File: src/rtl/branch_predictor_pkg.sv
// Shared constants for the fetch-stage branch predictor.
// Bus width, BTB index width and 2-bit counter encodings.
package branch_predictor_pkg;

  localparam int DataBusBits = 64;
  localparam int BpIdxBits   = 4;

  typedef enum logic [1:0] {
    BpStrongNT = 2'b00,
    BpWeakNT   = 2'b01,
    BpWeakT    = 2'b10,
    BpStrongT  = 2'b11
  } bpCtr_e;

endpackage

File: src/rtl/sat_counter2.sv
// Next-state logic for one 2-bit saturating direction counter.
// Jumps force strong-taken; fresh allocations start weak.
module sat_counter2
  import branch_predictor_pkg::*;
(
  input  logic [1:0] ctr,
  input  logic       taken,
  input  logic       alloc,
  input  logic       jump,
  output logic [1:0] nextCtr
);

  // jump beats alloc beats the normal saturating step
  always_comb begin
    nextCtr = ctr;
    if (jump) begin
      nextCtr = BpStrongT;
    end else if (alloc) begin
      nextCtr = taken ? BpWeakT : BpWeakNT;
    end else if (taken) begin
      if (ctr != BpStrongT) nextCtr = ctr + 2'd1;
    end else begin
      if (ctr != BpStrongNT) nextCtr = ctr - 2'd1;
    end
  end

endmodule

File: src/rtl/branch_predictor.sv
// Direct-mapped BTB with 2-bit counters, predicting next PC in F.
// Learns from resolved control flow in E; keeps perf counters.
module branch_predictor
  import branch_predictor_pkg::*;
#(
  parameter int XLEN     = DataBusBits,
  parameter int IDX_BITS = BpIdxBits,
  parameter int CNT_BITS = 32
) (
  input  logic                clk,
  input  logic                reset,
  input  logic [XLEN-1:0]     PCF,
  output logic [XLEN-1:0]     predPCF,
  output logic                predTakenF,
  input  logic                updateE,
  input  logic                isJumpE,
  input  logic [XLEN-1:0]     PCE,
  input  logic [XLEN-1:0]     targetE,
  input  logic                takenE,
  input  logic                mispredictE,
  output logic [CNT_BITS-1:0] branchCount,
  output logic [CNT_BITS-1:0] mispredictCount
);

  localparam int Entries = 1 << IDX_BITS;
  localparam int TagBits = XLEN - IDX_BITS - 2;

  logic                validQ  [Entries];
  logic [TagBits-1:0]  tagQ    [Entries];
  logic [XLEN-1:0]     targetQ [Entries];
  logic [1:0]          ctrQ    [Entries];

  logic [IDX_BITS-1:0] idxF;
  logic [IDX_BITS-1:0] idxE;
  logic [TagBits-1:0]  tagF;
  logic [TagBits-1:0]  tagE;
  logic                hitF;
  logic                hitE;
  logic [1:0]          nextCtrE;
  logic [3:0]          unusedPcBits;

  assign idxF = PCF[IDX_BITS+1:2];
  assign tagF = PCF[XLEN-1:IDX_BITS+2];
  assign idxE = PCE[IDX_BITS+1:2];
  assign tagE = PCE[XLEN-1:IDX_BITS+2];

  assign unusedPcBits = {PCF[1:0], PCE[1:0]};

  // lookup reads registered state only, so a same-cycle write is not seen
  always_comb begin
    hitF       = validQ[idxF] && (tagQ[idxF] == tagF);
    predTakenF = hitF && ctrQ[idxF][1];
    predPCF    = predTakenF ? targetQ[idxF] : PCF + XLEN'(4);
  end

  assign hitE = validQ[idxE] && (tagQ[idxE] == tagE);

  sat_counter2 uCtr (
    .ctr     (ctrQ[idxE]),
    .taken   (takenE),
    .alloc   (~hitE),
    .jump    (isJumpE),
    .nextCtr (nextCtrE)
  );

  // table write; reset wins over a same-edge update
  always_ff @(posedge clk) begin
    if (reset) begin
      for (int i = 0; i < Entries; i++) begin
        validQ[i]  <= 1'b0;
        tagQ[i]    <= '0;
        targetQ[i] <= '0;
        ctrQ[i]    <= BpWeakNT;
      end
    end else if (updateE) begin
      validQ[idxE]  <= 1'b1;
      tagQ[idxE]    <= tagE;
      targetQ[idxE] <= targetE;
      ctrQ[idxE]    <= nextCtrE;
    end
  end

  // perf counters stick at all-ones instead of wrapping
  always_ff @(posedge clk) begin
    if (reset) begin
      branchCount     <= '0;
      mispredictCount <= '0;
    end else if (updateE) begin
      if (branchCount != '1)
        branchCount <= branchCount + 1'b1;
      if (mispredictE && (mispredictCount != '1))
        mispredictCount <= mispredictCount + 1'b1;
    end
  end

endmodule

File: config.mk
export PLATFORM = sky130hd
export DESIGN_NAME = branch_predictor
export DESIGN_NICKNAME = d
export VERILOG_FILES = /design/src/rtl/branch_predictor_pkg.sv /design/src/rtl/sat_counter2.sv /design/src/rtl/branch_predictor.sv
export SDC_FILE = /design/constraint.sdc
export NUM_CORES = 2
export LEC_CHECK = 0
export CAP_MARGIN = 10
export CELL_PAD_IN_SITES_DETAIL_PLACEMENT = 0
export CELL_PAD_IN_SITES_GLOBAL_PLACEMENT = 1
export CORE_MARGIN = 5
export CORE_UTILIZATION = 36
export DETAILED_ROUTE_END_ITERATION = 16
export PLACE_DENSITY_LB_ADDON = 0.1
export SYNTH_ARGS = -nofsm -noshare
export SYNTH_HDL_FRONTEND = slang
export SYNTH_SLANG_ARGS = --single-unit
File: constraint.sdc
create_clock -name clk -period 7.75 [get_ports clk]
set_clock_uncertainty 0.2 [all_clocks]
set_input_delay 1.55 -clock clk [delete_from_list [all_inputs] [get_ports clk]]
set_output_delay 1.55 -clock clk [all_outputs]
set_load 0.01 [all_outputs]
==> flow_metrics.env <==
export IMPL_synth_compound_area_share_pct=3.15
export IMPL_path_class="in -> out"
export IMPL_ant_nets=0
export IMPL_cp_start_kind="input port"
export IMPL_insertion_delay_ps=930
export IMPL_firstDrtPassIters=5
export IMPL_grt_usage_pct=28.3
export IMPL_cellPowerDensity_nw_per_um2=228
export IMPL_worstMarginPinSlew_ps=1310
export IMPL_power_internal_w=0.0205
export IMPL_synth_enable_flop_cells=1984
export IMPL_drt_iter0_drc=7551
export IMPL_wl_per_cell_um=37.5
export IMPL_hold_violations=0
export IMPL_netlist_instances=7307
export IMPL_cts_sinks=2064
export IMPL_die_w_um=547
export IMPL_status="finished clean"
export IMPL_maxCapViolCount=0
export IMPL_placed_area_um2=114000
export IMPL_seqCellArea_um2=61200
export IMPL_io_pins=327
export IMPL_ys_types=81
export IMPL_grt_pass1_wl_um=597000
export IMPL_fin_crit_ps=7720
export IMPL_routed_wl_um=436000
export IMPL_syn_area_um2=104000
export IMPL_die_h_um=547
export IMPL_synthFlopType="edfxtp_1"
export IMPL_initial_core_util_pct=36.1
export IMPL_synth_xor_area_share_pct=1.35
export IMPL_vias=70500
export IMPL_power_frac_seq_pct=47.1
export IMPL_cp_max_fo=16
export IMPL_cts_buffers=239
export IMPL_syn_to_final_growth_pct=17.4
export IMPL_placedCellCount=11200
export IMPL_max_slew_margin_pct=12.6
export IMPL_placementRows=197
export IMPL_async_flop_share_pct=0
export IMPL_vias_per_cell=6.07
export IMPL_yosys_register_bits=2064
export IMPL_switching_share_pct=26.0
export IMPL_htreeDepth=4
export IMPL_synth_nets=7508
export IMPL_synth_top_family_by_area="multiplexers"
export IMPL_port_buffers=324
export IMPL_setup_viol=0
export IMPL_clockBufferDepth=4
export IMPL_layout_drive_gt1_share_pct=22.0
export IMPL_layout_nets=7828
export IMPL_core_um2=287000
export IMPL_multi_input_area_um2=39500
export IMPL_fmax_mhz=130
export IMPL_clockRootBuffer="clkbuf_16"
export IMPL_yosys_area_share_simple_pct=14.4
export IMPL_drv_slew=0
export IMPL_yosysSeqAreaShare_pct=59.0
export IMPL_nFillCells=26100
export IMPL_syn_area_per_cell_um2=14.2
export IMPL_p_sw_w=0.00721
export IMPL_die_area_um2=299000
export IMPL_final_instance_count_excl_fill=11600
export IMPL_min_path_type="reg -> reg"
export IMPL_gp_congestion=0.953
export IMPL_comb_power_share_pct=13.1
export IMPL_cp_arrival_ps=5970
export IMPL_cp_required_ps=6000
export IMPL_fin_crit_sh_pct=99.6
export IMPL_p_clk_share_pct=39.9
export IMPL_p_leak_nw=45.8
export IMPL_cts_clk_slew_worst_paths_ps=60
export IMPL_antenna_found_initial=55
export IMPL_yosys_area_share_adder_pct=0.0362
export IMPL_grt_pass1_vias=70800
export IMPL_ir_worst_vdd_v=0.000218
export IMPL_cp_end_kind="primary output"
export IMPL_hpwl_um=266000
export IMPL_final_cell_area_um2=122000
export IMPL_drc_errors=0
export IMPL_cts_tree="yes"
export IMPL_synth_warnings=0
export IMPL_synth_area_mux_share_pct=18.7
export IMPL_grt_overflow=0
export IMPL_grt_max_degree=220
-- flip-flops by register name, summed over array words and instances (netlist names) --
| name | count |
|---|---|
| mispredictCount | 32 |
| validQ | 16 |
| targetQ | 1024 |
| ctrQ | 32 |
| tagQ | 928 |
| branchCount | 32 |
-- cell usage in the layout, fill, tap and decap left out, types with 104 or more instances in the layout --
cell type | netlist | layout
clkdlybuf4s50_1 | 0 | 306
nand2_1 | 170 | 165
buf_12 | 0 | 104
mux4_2 | 721 | 721
and3_1 | 1179 | 1179
edfxtp_1 | 1984 | 1984
nor2_1 | 618 | 612
buf_4 | 34 | 419
and2_1 | 395 | 395
mux2i_1 | 247 | 244
clkbuf_16 | 0 | 246
-- worst max-delay path, stage by stage --
cell and delay, ps:
clkbuf_8 200, buf_12 190, nand2_1 370, buf_4 420, o21ai_0 220, buf_4 180
a21oi_1 380, nand4_1 160, nor4_2 300, buf_4 170, and4_1 230, buf_4 130
nand3_4 170, buf_12 220, buf_6 160, a21oi_1 140, buf_4 160, clkdlybuf4s50_1 540
-- Yosys cell counts, types with 6 or more instances --
library cell / n / share of area, %
nand3_1: 89 / 0.43
nand2_1: 170 / 0.62
o22ai_1: 50 / 0.30
a221oi_1: 19 / 0.16
nor3_1: 56 / 0.27
and4_1: 17 / 0.14
or2_2: 10 / 0.060
mux4_2: 721 / 16
edfxtp_1: 1984 / 57
or3_1: 30 / 0.18
o31ai_1: 6 / 0.043
clkbuf_1: 599 / 2.2
nand2b_1: 30 / 0.18
nor4_1: 25 / 0.15
a31oi_1: 13 / 0.078
mux2_2: 60 / 0.65
a211oi_1: 14 / 0.10
nand4_1: 48 / 0.29
a22oi_1: 51 / 0.37
a22o_1: 23 / 0.19
a2bb2oi_1: 8 / 0.068
nor3b_1: 7 / 0.051
o311ai_0: 7 / 0.059
buf_1: 56 / 0.20
xnor2_1: 74 / 0.62
buf_4: 34 / 0.25
xor2_1: 86 / 0.73
nor2_1: 618 / 2.2
a21oi_1: 111 / 0.54
and3_1: 1179 / 7.1
and2_1: 395 / 2.4
dfxtp_1: 80 / 1.5
o2111ai_1: 14 / 0.12
buf_2: 79 / 0.38
clkinv_1: 19 / 0.069
inv_1: 49 / 0.18
buf_6: 7 / 0.076
o21ai_0: 91 / 0.44
mux2i_1: 247 / 2.4
a32oi_1: 6 / 0.051
o211ai_1: 15 / 0.11
o2bb2ai_1: 6 / 0.051
nor2b_1: 17 / 0.10
-- worst paths after layout --
check	startpoint	end	slack, ps	cells past startpoint
setup / recovery	PCF[4]	predPCF[21]	30	18
setup reg to reg	tagQ[10][56]	ctrQ[13][0]	1980	10
hold reg to reg	validQ[5]	validQ[5]	290	2
hold / removal	validQ[5]	validQ[5]	290	2
-- power groups by stage --
stage          Sequential (W)  Clock, W  Combinational, W
6_report               0.0131    0.0111           0.00363
3_5_place_dp           0.0133         0           0.00359
5_1_grt                0.0131    0.0117           0.00373
3_3_place_gp           0.0133         0           0.00359
2_1_floorplan          0.0133         0           0.00179
4_1_cts                0.0131    0.0113           0.00361
-- through the flow --
stage / setup slack [ps] / TNS [ps] / hold slack, ps / power [W] / util, %
6_report: 30.0 / 0 / 292 / 0.0278 / 42.4
5_1_grt: -4.39 / -8.46 / 316 / 0.0285 / 42.4
4_1_cts: 7.11 / 0 / 292 / 0.0279 / 42.3
3_5_place_dp: -459 / -14390 / 276 / 0.0169 / 39.7
3_3_place_gp: -532 / -17960 / 272 / 0.0168 / 39.7
2_1_floorplan: 249 / 0 / 251 / 0.0151 / -
-- logic make-up (layout without fill, tap and decap cells) --
logic type | after synthesis | in the layout
AO/OA/AOI/OAI | 487 | 487
XOR/XNOR | 160 | 160
adder cells (fa/ha/maj) | 3 | 3
buffers and inverters | 846 | 1350
flip-flops | 2064 | 2064
multiplexers | 1029 | 1029
other | 0 | 24
AND/OR/NAND/NOR | 2718 | 2718
-- repair_timing --
item	CTS	global route
setup buffers	1	8
pin swaps	1	5
cloned	1	2
setup endpoints to repair	64	61
hold buffers	0	0
gates resized for setup	20	41
-- layout make-up --
| class | count | share of cell area (%) |
|---|---|---|
| Sequential cell | 2064 | 50.2 |
| Multi-Input combinational cell | 4397 | 32.4 |
| Timing Repair Buffer | 856 | 7.14 |
| Clock buffer | 307 | 5.22 |
| Tap cell | 3781 | 3.88 |
| Clock inverter | 118 | 0.843 |
| Inverter | 69 | 0.220 |
| Antenna cell | 24 | 0.0493 |
-- per-layer routing --
metal  wire (µm)  track usage [%]
met1      179000             38.4
met2      206000             45.6
met3       30000             4.17
met4       21400             12.1
met5         122                0
No activity file was read; power rests on OpenSTA's default activity.
